[src/rtl/pipe_hazard_unit_if.sv]
// Signal bundle between the ID stage (master) and the hazard/forwarding unit (slave).
// The stallCnt/flushCnt counters exist only when HAZ_PERF_EN is defined.
interface pipe_hazard_unit_if #(
   parameter int REG_AW = 5,
   parameter int CNT_W  = 16
);

   logic              idValid;
   logic [REG_AW-1:0] idRsAddr;
   logic [REG_AW-1:0] idRtAddr;
   logic              idUseRs;
   logic              idUseRt;
   logic              idRegWrite;
   logic [REG_AW-1:0] idDstAddr;
   logic              idIsLoad;
   logic              flush;

   logic              pcWrite;
   logic              ifIdWrite;
   logic              stall;
   logic [1:0]        fwdA;
   logic [1:0]        fwdB;
   logic              wbBypRs;
   logic              wbBypRt;

`ifdef HAZ_PERF_EN
   logic [CNT_W-1:0]  stallCnt;
   logic [CNT_W-1:0]  flushCnt;
`endif

   // A zero-width address or counter cannot describe anything useful
   if (REG_AW < 1 || CNT_W < 1) begin : gBadWidth
      $error("pipe_hazard_unit_if: REG_AW and CNT_W must both be at least 1");
   end

   modport master (
      output idValid, idRsAddr, idRtAddr, idUseRs, idUseRt,
      output idRegWrite, idDstAddr, idIsLoad, flush,
      input  pcWrite, ifIdWrite, stall, fwdA, fwdB, wbBypRs, wbBypRt
`ifdef HAZ_PERF_EN
      , input stallCnt, flushCnt
`endif
   );

   modport slave (
      input  idValid, idRsAddr, idRtAddr, idUseRs, idUseRt,
      input  idRegWrite, idDstAddr, idIsLoad, flush,
      output pcWrite, ifIdWrite, stall, fwdA, fwdB, wbBypRs, wbBypRt
`ifdef HAZ_PERF_EN
      , output stallCnt, flushCnt
`endif
   );

endinterface

[src/rtl/pipe_hazard_unit.sv]
// Hazard/forwarding controller for a 5-stage pipeline: scoreboard of EX/MEM/WB
// destinations, load-use stall, flush bubbles and registered EX forward selects.
// Optional performance counters are compiled in when HAZ_PERF_EN is defined.
module pipe_hazard_unit #(
   parameter int REG_AW   = 5,
   parameter int LOAD_LAT = 1,
   parameter int CNT_W    = 16
) (
   input logic               clk,
   input logic               rst,
   pipe_hazard_unit_if.slave hz
);

   typedef logic [REG_AW-1:0] RegAddr_t;

   typedef struct packed {
      logic     v;
      logic     wr;
      RegAddr_t dst;
      logic     ld;
   } SbEntry_t;

   // With a two-cycle load the value is still not ready while the load sits in MEM
   localparam logic LateLoad = 1'(LOAD_LAT == 2);

   if ((LOAD_LAT != 1 && LOAD_LAT != 2) || CNT_W < 1) begin : gBadParam
      $error("pipe_hazard_unit: LOAD_LAT must be 1 or 2 and CNT_W at least 1");
   end

   SbEntry_t sbEx;
   SbEntry_t sbMem;
   SbEntry_t sbWb;

   logic rsPending;
   logic rtPending;
   logic hazard;
   logic advance;

   function automatic logic regMatch(input RegAddr_t src, input SbEntry_t e);
      return e.v && e.wr && (e.dst == src) && (src != '0);
   endfunction

   function automatic logic loadPending(input RegAddr_t src, input logic srcUsed,
                                        input SbEntry_t ex, input SbEntry_t mem);
      return srcUsed && ((regMatch(src, ex) && ex.ld) ||
                         (LateLoad && regMatch(src, mem) && mem.ld));
   endfunction

   // The newest producer wins, so the EX entry is tested before the MEM entry
   function automatic logic [1:0] fwdSelect(input RegAddr_t src, input logic srcUsed,
                                            input SbEntry_t ex, input SbEntry_t mem);
      logic [1:0] sel;
      sel = 2'b00;
      if (srcUsed) begin
         if (regMatch(src, ex) && !ex.ld) begin
            sel = 2'b10;
         end else if (regMatch(src, mem) && !(mem.ld && LateLoad)) begin
            sel = 2'b01;
         end
      end
      return sel;
   endfunction

   assign rsPending = loadPending(hz.idRsAddr, hz.idUseRs, sbEx, sbMem);
   assign rtPending = loadPending(hz.idRtAddr, hz.idUseRt, sbEx, sbMem);

   assign hazard  = hz.idValid && !hz.flush && (rsPending || rtPending);
   assign advance = hz.idValid && !hz.flush && !hazard;

   assign hz.stall     = hazard;
   assign hz.pcWrite   = !hazard;
   assign hz.ifIdWrite = !hazard;

   assign hz.wbBypRs = hz.idUseRs && regMatch(hz.idRsAddr, sbWb);
   assign hz.wbBypRt = hz.idUseRt && regMatch(hz.idRtAddr, sbWb);

   // Scoreboard shifts every cycle; stalled, flushed or empty ID slots enter EX as bubbles
   always_ff @(posedge clk or posedge rst) begin
      if (rst) begin
         sbEx  <= '0;
         sbMem <= '0;
         sbWb  <= '0;
      end else begin
         sbWb  <= sbMem;
         sbMem <= sbEx;
         if (advance) begin
            sbEx <= '{v: 1'b1, wr: hz.idRegWrite, dst: hz.idDstAddr, ld: hz.idIsLoad};
         end else begin
            sbEx <= '0;
         end
      end
   end

   // Selects are computed from the pre-edge scoreboard so they line up with the instruction now in EX
   always_ff @(posedge clk or posedge rst) begin
      if (rst) begin
         hz.fwdA <= 2'b00;
         hz.fwdB <= 2'b00;
      end else if (advance) begin
         hz.fwdA <= fwdSelect(hz.idRsAddr, hz.idUseRs, sbEx, sbMem);
         hz.fwdB <= fwdSelect(hz.idRtAddr, hz.idUseRt, sbEx, sbMem);
      end else begin
         hz.fwdA <= 2'b00;
         hz.fwdB <= 2'b00;
      end
   end

`ifdef HAZ_PERF_EN
   localparam logic [CNT_W-1:0] CntOne = CNT_W'(1);

   // Both counters stick at all-ones rather than wrapping
   always_ff @(posedge clk or posedge rst) begin
      if (rst) begin
         hz.stallCnt <= '0;
         hz.flushCnt <= '0;
      end else begin
         if (hazard && (hz.stallCnt != '1)) begin
            hz.stallCnt <= hz.stallCnt + CntOne;
         end
         if (hz.flush && (hz.flushCnt != '1)) begin
            hz.flushCnt <= hz.flushCnt + CntOne;
         end
      end
   end
`endif

endmodule
[src/flat_wrapper.sv]
// flat-port wrapper written by rule: the top's interface ports become plain ports
module pipe_hazard_unit_flat 
#(
   parameter int REG_AW   = 5,
   parameter int LOAD_LAT = 1,
   parameter int CNT_W    = 16
)
  (clk, rst, hz_idValid, hz_idRsAddr, hz_idRtAddr, hz_idUseRs, hz_idUseRt, hz_idRegWrite, hz_idDstAddr, hz_idIsLoad, hz_flush, hz_pcWrite, hz_ifIdWrite, hz_stall, hz_fwdA, hz_fwdB, hz_wbBypRs, hz_wbBypRt);
  pipe_hazard_unit_if #(.REG_AW(REG_AW), .CNT_W(CNT_W)) hz_i ();
  input logic clk;
  input logic rst;
  input wire logic [$bits(hz_i.idValid)-1:0] hz_idValid;
  input wire logic [$bits(hz_i.idRsAddr)-1:0] hz_idRsAddr;
  input wire logic [$bits(hz_i.idRtAddr)-1:0] hz_idRtAddr;
  input wire logic [$bits(hz_i.idUseRs)-1:0] hz_idUseRs;
  input wire logic [$bits(hz_i.idUseRt)-1:0] hz_idUseRt;
  input wire logic [$bits(hz_i.idRegWrite)-1:0] hz_idRegWrite;
  input wire logic [$bits(hz_i.idDstAddr)-1:0] hz_idDstAddr;
  input wire logic [$bits(hz_i.idIsLoad)-1:0] hz_idIsLoad;
  input wire logic [$bits(hz_i.flush)-1:0] hz_flush;
  output wire logic [$bits(hz_i.pcWrite)-1:0] hz_pcWrite;
  output wire logic [$bits(hz_i.ifIdWrite)-1:0] hz_ifIdWrite;
  output wire logic [$bits(hz_i.stall)-1:0] hz_stall;
  output wire logic [$bits(hz_i.fwdA)-1:0] hz_fwdA;
  output wire logic [$bits(hz_i.fwdB)-1:0] hz_fwdB;
  output wire logic [$bits(hz_i.wbBypRs)-1:0] hz_wbBypRs;
  output wire logic [$bits(hz_i.wbBypRt)-1:0] hz_wbBypRt;
  assign hz_i.idValid = hz_idValid;
  assign hz_i.idRsAddr = hz_idRsAddr;
  assign hz_i.idRtAddr = hz_idRtAddr;
  assign hz_i.idUseRs = hz_idUseRs;
  assign hz_i.idUseRt = hz_idUseRt;
  assign hz_i.idRegWrite = hz_idRegWrite;
  assign hz_i.idDstAddr = hz_idDstAddr;
  assign hz_i.idIsLoad = hz_idIsLoad;
  assign hz_i.flush = hz_flush;
  assign hz_pcWrite = hz_i.pcWrite;
  assign hz_ifIdWrite = hz_i.ifIdWrite;
  assign hz_stall = hz_i.stall;
  assign hz_fwdA = hz_i.fwdA;
  assign hz_fwdB = hz_i.fwdB;
  assign hz_wbBypRs = hz_i.wbBypRs;
  assign hz_wbBypRt = hz_i.wbBypRt;
  pipe_hazard_unit #(.REG_AW(REG_AW), .LOAD_LAT(LOAD_LAT), .CNT_W(CNT_W)) u_core (.clk(clk), .rst(rst), .hz(hz_i));
endmodule
[config.mk]
export PLATFORM = sky130hd
export DESIGN_NAME = pipe_hazard_unit_flat
export DESIGN_NICKNAME = d
export VERILOG_FILES = /design/src/rtl/pipe_hazard_unit_if.sv /design/src/rtl/pipe_hazard_unit.sv /design/src/flat_wrapper.sv
export SDC_FILE = /design/constraint.sdc
export NUM_CORES = 1
export LEC_CHECK = 0
export CORE_MARGIN = 2
export CORE_UTILIZATION = 45
export CTS_BUF_LIST = sky130_fd_sc_hd__clkbuf_4 sky130_fd_sc_hd__clkbuf_8 sky130_fd_sc_hd__clkbuf_16
export DETAILED_ROUTE_END_ITERATION = 8
export DONT_BUFFER_PORTS = 1
export PLACE_DENSITY = 0.62
export SYNTH_ARGS = -nofsm -noshare
export SYNTH_HDL_FRONTEND = slang
export SYNTH_SLANG_ARGS = --single-unit
[constraint.sdc]
create_clock -name clk -period 2.2 [get_ports clk]
set_input_delay 0.33 -clock clk [delete_from_list [all_inputs] [get_ports clk]]
set_output_delay 0.33 -clock clk [all_outputs]
set_load 0.05 [all_outputs]
==> summary.md <==
| Metric | Value |
|---|---|
| Final setup vio count | `0` |
| Most frequent cell after synthesis | `dfrtp_1` |
| Number of synthesis warnings | `0` |
| Kind of critical path | `flop to output pin` |
| Vias after detailed routing | `863` |
| Post-route minimum period | `2.15 ns` |
| Vias in the first global route | `884` |
| Cell area after synthesis | `1290 sq um` |
| Clock Sinks | `26` |
| Worst-path clk slew | `0.13 ns` |
| Hold Violations, Final | `0` |
| First-pass GRT wire length | `4040 um` |
| Drt first-iter violations | `11` |
| CTS Buffer Depth | `2` |
| Routed wire length | `2450 um` |
| Switching Fraction | `21.0%` |
| FMAX | `0.465 GHz` |
| Reg power frac | `54.9%` |
| IO buf count | `0` |
| 1st-pass router iterations | `4` |
| CTS tree | `yes` |
| Avg Synthesized Cell Area | `11.8 sq um` |
| Distinct cell type count after synthesis | `25` |
| Worst EP required | `1.87 ns` |
| RSZ-0062 raised after global routing | `true` |
| Worst VDD drop | `0.472 mV` |
| Max-slew headroom | `70.3%` |
| GPL Wtd Cong | `0.796` |
| Clock share of power | `34.1%` |
| Crit end category | `output pin` |
| Share of cells above drive strength 1 | `35.2%` |
| Worst-margin pin slew | `0.446 ns` |
| Syn nets | `132` |
| Crit path DAT | `1.82 ns` |
| Number of synthesized flops with an enable pin | `0` |
| Synth cell count leaders | `dfrtp_1 (26), xnor2_1 (24), nand2_1 (10)` |
| GRT Total Usage | `16.2%` |
| Initial antenna violation count | `0` |
| Clock latency on the worst-skew pair | `0.31 ns` |
| Final period util | `97.7%` |
| Number of I/O pins | `32` |
| Detailed Place HPWL | `1900 um` |
| Setup TNS | `0 ns` |
| Starting Density | `47.1%` |
| Synth Flop Type | `dfrtp_1` |
| # DRC | `0` |
| Aggregate global routing overflow | `0` |
| Logic pwr share | `11.0%` |
| FF+latch count, synth | `26` |
| CTS root buf | `clkbuf_4` |
| Post-DP Area | `1400 sq um` |
| Status | `completed` |
| Clock skew | `0.00498 ns` |
| Finished Cell Area | `1570 sq um` |
| Die height | `57.5 um` |
| Crit-path max FO | `4` |
| Psw | `0.000195 W` |
| Max_cap viols | `0` |
| Core outline area | `2730 sq um` |
| Post-DR wirelength/cell | `15.7 um` |
| Die Span X | `57.5 um` |
| Pint | `0.000732 W` |
| Leading post-synthesis cells by cell area | `dfrtp_1 (51%), xnor2_1 (16%), nor3_2 (6.2%)` |
| Synth-to-layout area growth | `21.9%` |
| Power per cell area | `591 nW/um^2` |
| HP Class | `input pin to flop` |
| Hold Crit Depth | `2` |
| Startpoint Class | `flop` |
| Register area share after synthesis | `50.5%` |
| Total CTS buffers | `3` |
| Cell count after synthesis | `109` |
| CTS H-tree depth | `1` |
| Cell Rows | `19` |
| Die ar. | `3310 sq um` |
| Max Slew Vio Count | `0` |
| ANT cells | `0` |
| ANT nets after route | `0` |
| Yosys top cell area share | `50.5%` |
| Fraction of registers with async set/reset | `100%` |
| Final nets | `149` |
| Leading area contributor after synthesis | `dfrtp_1` |
| Lkg Pwr | `0.669 nW` |
| Vias/cell | `5.53` |
| Largest net degree at the start of global routing | `27` |
| Worst R2R Path Depth | `4` |
## final timing paths
kind	from	to	slack (ns)
min	hz_idIsLoad	u_core.sbEx[0]	0.12
min in group asynchronous	rst	u_core.sbMem[7]	0.49
max reg2reg	u_core.sbMem[1]	u_core.hz.fwdA[0]	0.60
min reg2reg	u_core.sbMem[7]	u_core.sbWb[7]	0.38
max	u_core.sbEx[3]	hz_stall	0.05
max in group asynchronous	rst	u_core.sbEx[4]	1.45
## power groups by stage
stage	logic, W	registers (W)	clock network [W]
after floorplan	0.0000718	0.000514	0
after global placement	0.0000868	0.000516	0
after detailed placement	0.0000879	0.000517	0
after CTS	0.0000932	0.000507	0.000324
after global routing	0.000113	0.000511	0.000349
final	0.000102	0.000509	0.000316
## layer usage
layer	GRT usage, %	vias to the layer above	share of wire (%)
li1	-	410	-
met1	21.9	421	43
met2	26.6	28	49
met3	1.59	4	5.2
met4	6.98	0	2.0
met5	0	-	0
## placed cells by master, fill, tap and decap left out, types with 2 or more instances in the layout
cell	synthesis	final
dfrtp_1	26	24
xnor2_1	24	20
buf_4	1	13
nand2_1	10	10
nor3_2	8	8
xor2_1	6	6
xnor2_2	0	4
nor4_1	6	4
nand3_1	5	3
or4_1	3	3
clkbuf_4	0	3
nand3_2	0	2
nor4_4	0	2
o21ai_2	1	2
o31ai_1	2	2
nand4_1	2	2
nor4_2	2	2
buf_12	0	2
dfrtp_2	0	2
## through the flow
| stage | hold slack (ns) | util, % | total power [W] | cells | setup slack (ns) |
|---|---|---|---|---|---|
| global route | 0.102 | 57.4 | 0.000973 | 156 | -0.0638 |
| CTS | 0.113 | 54.3 | 0.000925 | 152 | 0.0382 |
| floorplan | 0.346 | - | 0.000586 | 109 | -0.179 |
| detailed placement | 0.290 | 51.4 | 0.000605 | 147 | 0.276 |
| global placement | 0.290 | 51.4 | 0.000602 | 147 | 0.278 |
| finish | 0.122 | 57.4 | 0.000927 | 156 | 0.0508 |
## final cells by class
cell class	instances	area, sq um
Inverter	1	3.75
Clock inverter	1	30.0
Fill cell	213	1160
Timing Repair Buffer	16	148
Sequential cell	26	653
Clock buffer	3	22.5
Multi-Input combinational cell	78	673
Tap cell	31	38.8
## what timing repair did
| action | 4_1_cts | 5_1_grt |
|---|---|---|
| setup buffers | 0 | 4 |
| pin swaps | 2 | 7 |
| hold buffers | 1 | 0 |
| resized for setup | 2 | 11 |
| endpoints found under the setup margin | 3 | 3 |
| endpoints found under the hold margin | 26 | 0 |
## state kept, by name (all words and copies together), names as in the netlist
signal,flops
u_core.hz.fwdA,2
u_core.hz.fwdB,2
u_core.sbEx,8
u_core.sbMem,7
u_core.sbWb,7
## logic make-up (layout without fill, tap and decap cells)
group,count (synthesis),in the layout,share of synthesized area (%)
simple gates,42,42,22.1
xor+xnor,30,30,20.4
flops,26,26,50.5
buf+inv,5,21,2.91
compound gates,6,6,4.08
## critical path, cell delays in order, from the launching register on
cell and delay, ns:
dfrtp_1 0.46, xnor2_1 0.19, nand3_2 0.14, nor4_4 0.37
o21a_1 0.20, buf_12 0.14
No activity file was read; power rests on OpenSTA's default activity.
